## config.mk

```make
export PLATFORM = sky130hd
export DESIGN_NAME = pipeline_ctrl
export DESIGN_NICKNAME = d
export VERILOG_FILES = /design/src/rtl/pipeline_ctrl_pkg.sv /design/src/rtl/pipeline_ctrl_lu_hazard.sv /design/src/rtl/pipeline_ctrl.sv
export SDC_FILE = /design/constraint.sdc
export NUM_CORES = 1
export LEC_CHECK = 0
export CAP_MARGIN = 10
export CORE_MARGIN = 3
export CORE_UTILIZATION = 35
export CTS_CLUSTER_SIZE = 24
export DETAILED_ROUTE_END_ITERATION = 8
export GPL_TIMING_DRIVEN = 0
export HOLD_SLACK_MARGIN = 0.06
export PLACE_DENSITY = 0.84
export SLEW_MARGIN = 0
export SYNTH_ARGS = -nofsm -noshare
export SYNTH_HDL_FRONTEND = slang
export SYNTH_SLANG_ARGS = --single-unit
```

## constraint.sdc

```tcl
create_clock -name i_clk -period 1.8 [get_ports i_clk]
set_clock_uncertainty 0.1 [all_clocks]
set_input_delay 0.36 -clock i_clk [delete_from_list [all_inputs] [get_ports i_clk]]
set_output_delay 0.36 -clock i_clk [all_outputs]
set_load 0.005 [all_outputs]
```

## src/rtl/pipeline_ctrl_pkg.sv

```systemverilog
// -----------------------------------------------------------------------------
// pipe_ctrl_pkg
// Shared types and constants for the pipeline sequencer.
//   pipeState_t      : RUN / DRAIN / HALTED sequencer states
//   DRAIN_CYCLES_DEF : default drain length after a decoded HLT (EX, MEM, WB)
//   RA_W_DEF         : default register address width
//   CNT_W            : width of the optional performance counters
//   satInc()         : saturating increment used by the performance counters
// -----------------------------------------------------------------------------
package pipe_ctrl_pkg;

  typedef enum logic [1:0] {
    RUN    = 2'd0,
    DRAIN  = 2'd1,
    HALTED = 2'd2
  } pipeState_t;

  localparam int DRAIN_CYCLES_DEF = 3;
  localparam int RA_W_DEF         = 3;
  localparam int CNT_W            = 16;

  localparam logic [CNT_W-1:0] CNT_ONE = CNT_W'(1);

  // Counters stick at all-ones instead of wrapping, so a long stall storm
  // never reads back as a small number.
  function automatic logic [CNT_W-1:0] satInc(input logic [CNT_W-1:0] v,
                                              input logic             inc);
    if (inc && (v != '1)) begin
      return v + CNT_ONE;
    end
    return v;
  endfunction

endpackage

```

## src/rtl/pipeline_ctrl_lu_hazard.sv

```systemverilog
// -----------------------------------------------------------------------------
// lu_hazard
// Combinational load-use hazard detect: the instruction in EX is a load that
// writes a register which the instruction in ID actually reads.
// Ports:
//   i_load_ex, i_regwrite_ex   : EX instruction loads from memory / writes a reg
//   i_regwrite_adr_ex [RA_W]   : EX destination register
//   i_rs_id, i_rt_id  [RA_W]   : ID source registers
//   i_rs_used_id, i_rt_used_id : ID source is really read
//   o_lu                       : load-use hazard present this cycle
// -----------------------------------------------------------------------------
module lu_hazard
  import pipe_ctrl_pkg::*;
#(
  parameter int RA_W = RA_W_DEF
) (
  input  logic            i_load_ex,
  input  logic            i_regwrite_ex,
  input  logic [RA_W-1:0] i_regwrite_adr_ex,
  input  logic [RA_W-1:0] i_rs_id,
  input  logic [RA_W-1:0] i_rt_id,
  input  logic            i_rs_used_id,
  input  logic            i_rt_used_id,
  output logic            o_lu
);

  logic w_rsMatch;
  logic w_rtMatch;

  // A source only counts when the ID instruction really reads it; unused
  // fields may hold leftover bits that happen to equal the destination.
  assign w_rsMatch = i_rs_used_id & (i_rs_id == i_regwrite_adr_ex);
  assign w_rtMatch = i_rt_used_id & (i_rt_id == i_regwrite_adr_ex);

  assign o_lu = i_load_ex & i_regwrite_ex & (w_rsMatch | w_rtMatch);

endmodule

```

## src/rtl/pipeline_ctrl.sv

```systemverilog
// -----------------------------------------------------------------------------
// pipeline_ctrl
// Central sequencer of the 16-bit five-stage core. Produces the PC enable and
// the enable/flush pair of every pipeline register, arbitrating data-memory
// wait, taken-jump flush, load-use stall and the HLT drain sequence.
// Optional feature macro: PIPE_PERF_EN (adds saturating stall/flush counters).
// Ports:
//   i_clk                      : clock, rising edge
//   i_reset                    : asynchronous reset, active LOW
//   i_jump                     : taken branch/jump resolved in EX
//   i_mem_wait                 : data memory not ready, freeze everything
//   i_load_ex, i_regwrite_ex, i_regwrite_adr_ex : EX writeback info
//   i_rs_id, i_rt_id, i_rs_used_id, i_rt_used_id : ID source operands
//   i_halt_id                  : HLT decoded in ID
//   i_restart                  : leave HALTED
//   o_en_pc, o_en_ifid, o_en_idex, o_en_exmem, o_en_memwb : enables
//   o_flush_ifid .. o_flush_memwb : load bubble (wins over hold)
//   o_flushed                  : registered, high the cycle after a jump flush
//   o_is_halt                  : registered, high while HALTED
//   o_stall_cnt, o_flush_cnt   : performance counters (PIPE_PERF_EN only)
// -----------------------------------------------------------------------------
module pipeline_ctrl
  import pipe_ctrl_pkg::*;
#(
  parameter int DRAIN_CYCLES = DRAIN_CYCLES_DEF,
  parameter int RA_W         = RA_W_DEF
) (
  input  logic             i_clk,
  input  logic             i_reset,
  input  logic             i_jump,
  input  logic             i_mem_wait,
  input  logic             i_load_ex,
  input  logic             i_regwrite_ex,
  input  logic [RA_W-1:0]  i_regwrite_adr_ex,
  input  logic [RA_W-1:0]  i_rs_id,
  input  logic [RA_W-1:0]  i_rt_id,
  input  logic             i_rs_used_id,
  input  logic             i_rt_used_id,
  input  logic             i_halt_id,
  input  logic             i_restart,
  output logic             o_en_pc,
  output logic             o_en_ifid,
  output logic             o_en_idex,
  output logic             o_en_exmem,
  output logic             o_en_memwb,
  output logic             o_flush_ifid,
  output logic             o_flush_idex,
  output logic             o_flush_exmem,
  output logic             o_flush_memwb,
  output logic             o_flushed,
  output logic             o_is_halt
`ifdef PIPE_PERF_EN
  ,
  output logic [CNT_W-1:0] o_stall_cnt,
  output logic [CNT_W-1:0] o_flush_cnt
`endif
);

  localparam int DCW = (DRAIN_CYCLES > 1) ? $clog2(DRAIN_CYCLES) : 1;
  localparam logic [DCW-1:0] DRAIN_LOAD = DCW'(DRAIN_CYCLES - 1);
  localparam logic [DCW-1:0] DRAIN_ONE  = DCW'(1);

  pipeState_t     r_state;
  logic [DCW-1:0] r_drainCnt;
  logic           r_flushed;
  logic           r_isHalt;
  logic           w_lu;
  logic           w_jumpTaken;

  lu_hazard #(
    .RA_W(RA_W)
  ) uLuHazard (
    .i_load_ex         (i_load_ex),
    .i_regwrite_ex     (i_regwrite_ex),
    .i_regwrite_adr_ex (i_regwrite_adr_ex),
    .i_rs_id           (i_rs_id),
    .i_rt_id           (i_rt_id),
    .i_rs_used_id      (i_rs_used_id),
    .i_rt_used_id      (i_rt_used_id),
    .o_lu              (w_lu)
  );

  // A jump only counts when the pipeline actually moves; during mem_wait the
  // branch stays in EX and is accepted once memory answers.
  assign w_jumpTaken = (r_state == RUN) & i_jump & ~i_mem_wait;

  // Enable/flush decode. Everything defaults to "frozen, no bubble", which is
  // exactly what mem_wait and an idle HALTED need. In RUN the chain mem_wait >
  // jump > load-use > halt matters: the jump wins because whatever sits in ID
  // is on the wrong path. Load-use and halt share one shape: hold PC and
  // IF/ID, push a bubble into ID/EX, let the older instructions move on.
  always_comb begin
    o_en_pc      = 1'b0;
    o_en_ifid    = 1'b0;
    o_en_idex    = 1'b0;
    o_en_exmem   = 1'b0;
    o_en_memwb   = 1'b0;
    o_flush_ifid = 1'b0;
    o_flush_idex = 1'b0;
    case (r_state)
      RUN: begin
        if (i_mem_wait) begin
          o_en_pc = 1'b0;
        end else if (i_jump) begin
          o_en_pc      = 1'b1;
          o_en_ifid    = 1'b1;
          o_en_idex    = 1'b1;
          o_en_exmem   = 1'b1;
          o_en_memwb   = 1'b1;
          o_flush_ifid = 1'b1;
          o_flush_idex = 1'b1;
        end else if (w_lu || i_halt_id) begin
          o_en_idex    = 1'b1;
          o_en_exmem   = 1'b1;
          o_en_memwb   = 1'b1;
          o_flush_idex = 1'b1;
        end else begin
          o_en_pc    = 1'b1;
          o_en_ifid  = 1'b1;
          o_en_idex  = 1'b1;
          o_en_exmem = 1'b1;
          o_en_memwb = 1'b1;
        end
      end
      DRAIN: begin
        if (!i_mem_wait) begin
          o_en_idex    = 1'b1;
          o_en_exmem   = 1'b1;
          o_en_memwb   = 1'b1;
          o_flush_idex = 1'b1;
        end
      end
      HALTED: begin
        // The held HLT in IF/ID must go, or it would halt us again at once.
        o_flush_ifid = i_restart;
      end
      default: begin
        o_en_pc = 1'b0;
      end
    endcase
  end

  // Later stages never need a bubble today; kept as ports for exceptions.
  assign o_flush_exmem = 1'b0;
  assign o_flush_memwb = 1'b0;

  // Sequencer state, drain counter and the two registered status outputs.
  // HALT is only accepted when nothing above it in priority is active; with a
  // simultaneous load-use the HLT stays in ID and is taken one cycle later.
  // The drain counter runs from DRAIN_CYCLES-1 down to 0 and holds while
  // memory is waiting, so each wait cycle stretches the drain by one.
  always_ff @(posedge i_clk or negedge i_reset) begin
    if (!i_reset) begin
      r_state    <= RUN;
      r_drainCnt <= '0;
      r_flushed  <= 1'b0;
      r_isHalt   <= 1'b0;
    end else begin
      r_flushed <= w_jumpTaken;
      case (r_state)
        RUN: begin
          if (!i_mem_wait && !i_jump && !w_lu && i_halt_id) begin
            r_state    <= DRAIN;
            r_drainCnt <= DRAIN_LOAD;
          end
        end
        DRAIN: begin
          if (!i_mem_wait) begin
            if (r_drainCnt == '0) begin
              r_state  <= HALTED;
              r_isHalt <= 1'b1;
            end else begin
              r_drainCnt <= r_drainCnt - DRAIN_ONE;
            end
          end
        end
        HALTED: begin
          if (i_restart) begin
            r_state  <= RUN;
            r_isHalt <= 1'b0;
          end
        end
        default: begin
          r_state  <= RUN;
          r_isHalt <= 1'b0;
        end
      endcase
    end
  end

  assign o_flushed = r_flushed;
  assign o_is_halt = r_isHalt;

`ifdef PIPE_PERF_EN
  logic [CNT_W-1:0] r_stallCnt;
  logic [CNT_W-1:0] r_flushCnt;
  logic             w_stallEvent;

  // Any cycle lost to load-use or memory wait while the core is live counts
  // as a stall; in HALTED both counters simply hold.
  assign w_stallEvent = (r_state != HALTED) & (w_lu | i_mem_wait);

  // Saturating performance counters.
  always_ff @(posedge i_clk or negedge i_reset) begin
    if (!i_reset) begin
      r_stallCnt <= '0;
      r_flushCnt <= '0;
    end else begin
      r_stallCnt <= satInc(r_stallCnt, w_stallEvent);
      r_flushCnt <= satInc(r_flushCnt, w_jumpTaken);
    end
  end

  assign o_stall_cnt = r_stallCnt;
  assign o_flush_cnt = r_flushCnt;
`endif

endmodule

```

Yosys cells after proc, flatten, opt, wreduce, memory -nomap -nowiden
Index checks and enable logic that the tools add are counted.
Word-level totals
  bits in registers: 6
  latch bits: 0
  memory bits (writable): 0
  bits in read-only memories: 0
  input port bits: 19
  word-level logic and storage cells: 63
  memories: 0
Operators by class
  add/subtract/negate cells: 1
  multipliers: 0
  divide/modulo/power cells: 0
  order comparisons: 0
  equality and inequality tests: 9
  shift operators: 0
  multiplexer cells: 26
  bitwise gates (word level): 9
  reductions and logical operators: 14
Operators by type and width (number)
  $mux W1: 14
  $mux W2: 7
  $reduce_and A4 Y1: 3
  $ne A2 B2 Y1 const B: 4
  $and A1 B1 Y1: 6
  $eq A3 B3 Y1: 2
  $pmux W2 S3: 1
  $logic_not A2 Y1: 2
  $pmux W1 S2: 2
  $pmux W2 S2: 1
  $logic_and A1 B1 Y1: 3
  $logic_not A1 Y1: 3
  $pmux W1 S3: 1
  $eq A2 B1 Y1 const B: 1
  $eq A2 B2 Y1 const B: 1
  $ne A2 B1 Y1 const B: 1
  $not A1 Y1: 2
  $reduce_bool A2 Y1: 1
  $reduce_or A2 Y1: 1
  $sub A2 B1 Y2 const B: 1
  $logic_or A1 B1 Y1: 1
  $or A1 B1 Y1: 1

Logic depth before layout (Yosys ltp)
  depth after elaboration: 9
  gate-level depth with buffers: 6
  gate-level depth less buffers: 6

Modules after synthesis
Synthesis repeated with hierarchy kept, for this count alone.
Second synthesis, totals
  cell total of the unflattened synthesis: 52
  area total of the unflattened synthesis: 478.0 µm²
By module, submodules not included
  pipeline_ctrl: times used 1, cells an instance 42, area an instance 404.1 µm², sequential area each 150.1 µm²
  lu_hazard: times used 1, cells an instance 10, area an instance 73.8 µm², sequential area each 0.0 µm²

Worst setup path after synthesis
No wires, ideal clock.
  path kind: input port to output port
  start: input i_regwrite_adr_ex[1]
  end: output o_en_pc
  data arrival time: 1281 ps
  setup slack: 59 ps
  cell stages on the path: 5
  cells stage by stage: xnor2_1 > nand4_1 > and2_1 > o311a_1 > buf_4
On the way
  cells in the longest elaborated chain, start to end: 9
  elaborated cells between the ends (all ways): 11
  classes of those cells: 2 x eq/ne; 4 x mux; 4 x bitwise; 1 x reduce/logical
RTL lines
  start, declared: line pipeline_ctrl.sv:34  | input logic [RA_W-1:0] i_regwrite_adr_ex,
  $eq A3 B3 Y1, on equally long branches: line pipeline_ctrl_lu_hazard.sv:32, pipeline_ctrl_lu_hazard.sv:33
  $and A1 B1 Y1, on equally long branches: line pipeline_ctrl_lu_hazard.sv:32, pipeline_ctrl_lu_hazard.sv:33
  $or A1 B1 Y1 (*): line pipeline_ctrl_lu_hazard.sv:35  | assign o_lu = i_load_ex & i_regwrite_ex & (w_rsMatch | w_rtMatch);
  $and A1 B1 Y1 (*): line pipeline_ctrl_lu_hazard.sv:35
  $logic_or A1 B1 Y1 (*): line pipeline_ctrl.sv:112  | end else if (w_lu || i_halt_id) begin
  $mux W1 (*) (4 in series)
  end, declared: line pipeline_ctrl.sv:41  | output logic o_en_pc,
Every way passes the cells marked *; elsewhere a longest branch is shown, timed or not.

Worst setup path in the final report
  start: input i_rt_id[1]
  end: output o_en_pc
On the way
  cells in the longest elaborated chain, start to end: 9
RTL lines
  start, declared: line pipeline_ctrl.sv:36  | input logic [RA_W-1:0] i_rt_id,
  $eq A3 B3 Y1: line pipeline_ctrl_lu_hazard.sv:33  | assign w_rtMatch = i_rt_used_id & (i_rt_id == i_regwrite_adr_ex);
  $and A1 B1 Y1: line pipeline_ctrl_lu_hazard.sv:33
  $or A1 B1 Y1: line pipeline_ctrl_lu_hazard.sv:35
  $and A1 B1 Y1: line pipeline_ctrl_lu_hazard.sv:35
  $logic_or A1 B1 Y1: line pipeline_ctrl.sv:112
  $mux W1: line pipeline_ctrl.sv:112
  $mux W1: line pipeline_ctrl.sv:104  | end else if (i_jump) begin
  $mux W1: line pipeline_ctrl.sv:102  | if (i_mem_wait) begin
  $mux W1: line pipeline_ctrl.sv:100  | case (r_state)
No other way between the ends.

==> flow_metrics.tcl <==
set metrics [dict create \
    power.share.clock_pct 14.7 \
    dr.pass1.iters 2 \
    grt_usage_pct 14.7 \
    final.setup.tns_ns -0.148 \
    antenna_found_initial 0 \
    antenna_left 0 \
    setup_violations 2 \
    synth_flop_cell "dfrtp_1" \
    overflow 0 \
    wirelength_mm 1.31 \
    design_area_um2 907 \
    peakVddDrop_mv 0.404 \
    drive_above_1_share_pct 44.6 \
    internal_power_uw 526 \
    finalNetCount 114 \
    clk_pin_slew_ns 0.04 \
    die_x_um 43.6 \
    cts_max_level 1 \
    status "finished with violations" \
    ys_warn_count 0 \
    crit_path_max_fanout 2 \
    violations "negative setup slack" \
    synth_seq_area_share_pct 30.4 \
    drv_cap 0 \
    wl_per_cell_um 12.3 \
    ys_types 29 \
    period_needed_ns 1.93 \
    p_sw_share_pct 34.5 \
    fillers 87 \
    synth_edf_count 0 \
    drc 0 \
    timing.final.crit_share_pct 107 \
    pwr_density_cell_nw_per_um2 885 \
    netlist_top_cells_count "dfrtp_1 (6), nor2_1 (6), xnor2_1 (6)" \
    crit_arrival_ns 1.47 \
    slew_viol_final 0 \
    p_seq_share_pct 30.2 \
    worstRegToRegCells 6 \
    rsz0062_at_grt "true" \
    crit_path_start_kind "input port" \
    grt_pass1_vias 517 \
    grt_pass1_wl_mm 2.14 \
    post-route-util_pct 74.6 \
    max_freq_ghz 0.519 \
    dpl_cell_area_um2 786 \
    ios 30 \
    syn-mean-instance-area_um2 8.99 \
    rows 12 \
    globalplace.congestion 0.692 \
    netlist_instances 55 \
    worst_setup_path_end_kind "output port" \
    numCtsBuffers 3 \
    hold_viol_final 0 \
    total_power_uw 803 \
    clk_path_buf_depth 2 \
    ys_seq_elements 6 \
    setup_slack_ns -0.129 \
    synth_top_area_share_pct 30.4 \
    die_y_um 43.6 \
    grt_max_degree 9 \
    area_growth_pct 83.5 \
    yosys-top-cells-area "dfrtp_1 (30%), xnor2_1 (11%), buf_4 (7.6%), nor4b_4 (4.8%), nor2_1 (4.6%)" \
    synthArstFlopShare_pct 100 \
    power.switching_uw 277 \
    required_ns 1.34 \
    syn-cell-area_um2 494 \
    cts.sinks 6 \
    start_util_pct 40.6 \
    synth_top_cell_by_area "dfrtp_1" \
    cts_tree "done" \
    diodes 0 \
    p_leak_nw 0.423 \
    core_um2 1220 \
    hpwl_mm 1.02 \
    io_buffers 27 \
    vias 516 \
    viasPerCell 4.87 \
    path_class "in2out" \
    dieArea_um2 1900 \
    clock_latency_ns 0.24 \
    root_buffer "clkbuf_4" \
    pwr-share-comb_pct 55.1 \
    drtIter0Drc 6 \
    worstHoldPathType "in2async" \
]
==> cell type report <==
type,instances,area [um2],area share [%]
flip-flops and latches,6,150,16.6
repair buffers,33,318,35.0
well taps,14,17.5,1.93
multi-input cells,41,339,37.4
plain buffers,6,48.8,5.38
inverters,3,11.3,1.24
clock buffers,3,22.5,2.48
==> per-layer routing <==
metal / wire length, um / global-route usage [%]
met3: 96 / 3.73
met1: 489 / 14.6
met5: 0 / 0
met4: 0 / 5.42
met2: 722 / 28.5
==> what timing repair did <==
action                                  4_1_cts  5_1_grt
gates resized for setup                      77        7
endpoints found under the setup margin        7        4
setup buffers                                 4        3
hold buffers                                  0        0
pin swaps                                    14        6
hold endpoints to repair                      0        0
==> kinds of logic (layout without fill, tap and decap cells) <==
kind of cell,count (synthesis),in the layout,share of synthesized area [%]
adders and majority gates,1,1,2.53
buffers and inverters,9,45,12.2
other,1,2,0.759
xor gates and xnor gates,6,6,10.6
DFF,6,6,30.4
and+or+nand+nor,20,20,24.8
AOI/OAI and AO/OA,12,12,18.7
==> path summary, 6_finish.rpt <==
check                              startpoint       endpoint  slack [ns]
worst max-delay path               i_rt_id[1]        o_en_pc       -0.13
worst min-delay path                  i_reset     r_state[0]        0.26
worst max register to register     r_state[1]  r_drainCnt[0]        0.26
worst min register to register  r_drainCnt[0]  r_drainCnt[0]        0.46
max in group asynchronous             i_reset  r_drainCnt[1]        1.14
min in group i_clk              r_drainCnt[0]  r_drainCnt[0]        0.46
==> worst max-delay path: stages <==
cell and delay (ns):
buf_6 0.09, xnor2_1 0.13, nand4_1 0.14, and2_4 0.19, o311a_1 0.31, buf_4 0.14
buf_6 0.10
==> cells in the final DEF, fill, tap and decap left out, types with 2 or more instances in the layout <==
master           instances
buf_6                   10
a21oi_1                  2
dlygate4sd2_1            6
inv_1                    3
xnor2_2                  3
dfrtp_1                  6
clkdlybuf4s50_1          5
nor2_1                   5
conb_1                   2
clkbuf_4                 3
buf_8                    2
buf_2                    3
xnor2_1                  3
clkdlybuf4s15_1          2
nand4_1                  2
buf_4                   10
==> per-stage QoR <==
stage               hold slack, ns  cells  setup WS (ns)
global route                 0.270    106         -0.220
finish                       0.257    106         -0.129
global placement             0.397     97         -0.921
CTS                          0.253    103         -0.113
floorplan                  -0.0356     56         0.0593
detailed placement           0.450     97         -0.955
==> power groups by stage <==
stage	Clock [mW]	Sequential, mW	Combinational [mW]
floorplan	0	0.226	0.247
CTS	0.127	0.241	0.424
detailed placement	0	0.237	0.425
global route	0.134	0.251	0.495
global placement	0	0.236	0.407
finish	0.118	0.242	0.443
==> state kept, by name (all words and copies together) (netlist names) <==
signal and flops:
o_flushed 1, r_state 2, o_is_halt 1, r_drainCnt 2
No activity file was read; power rests on OpenSTA's default activity.
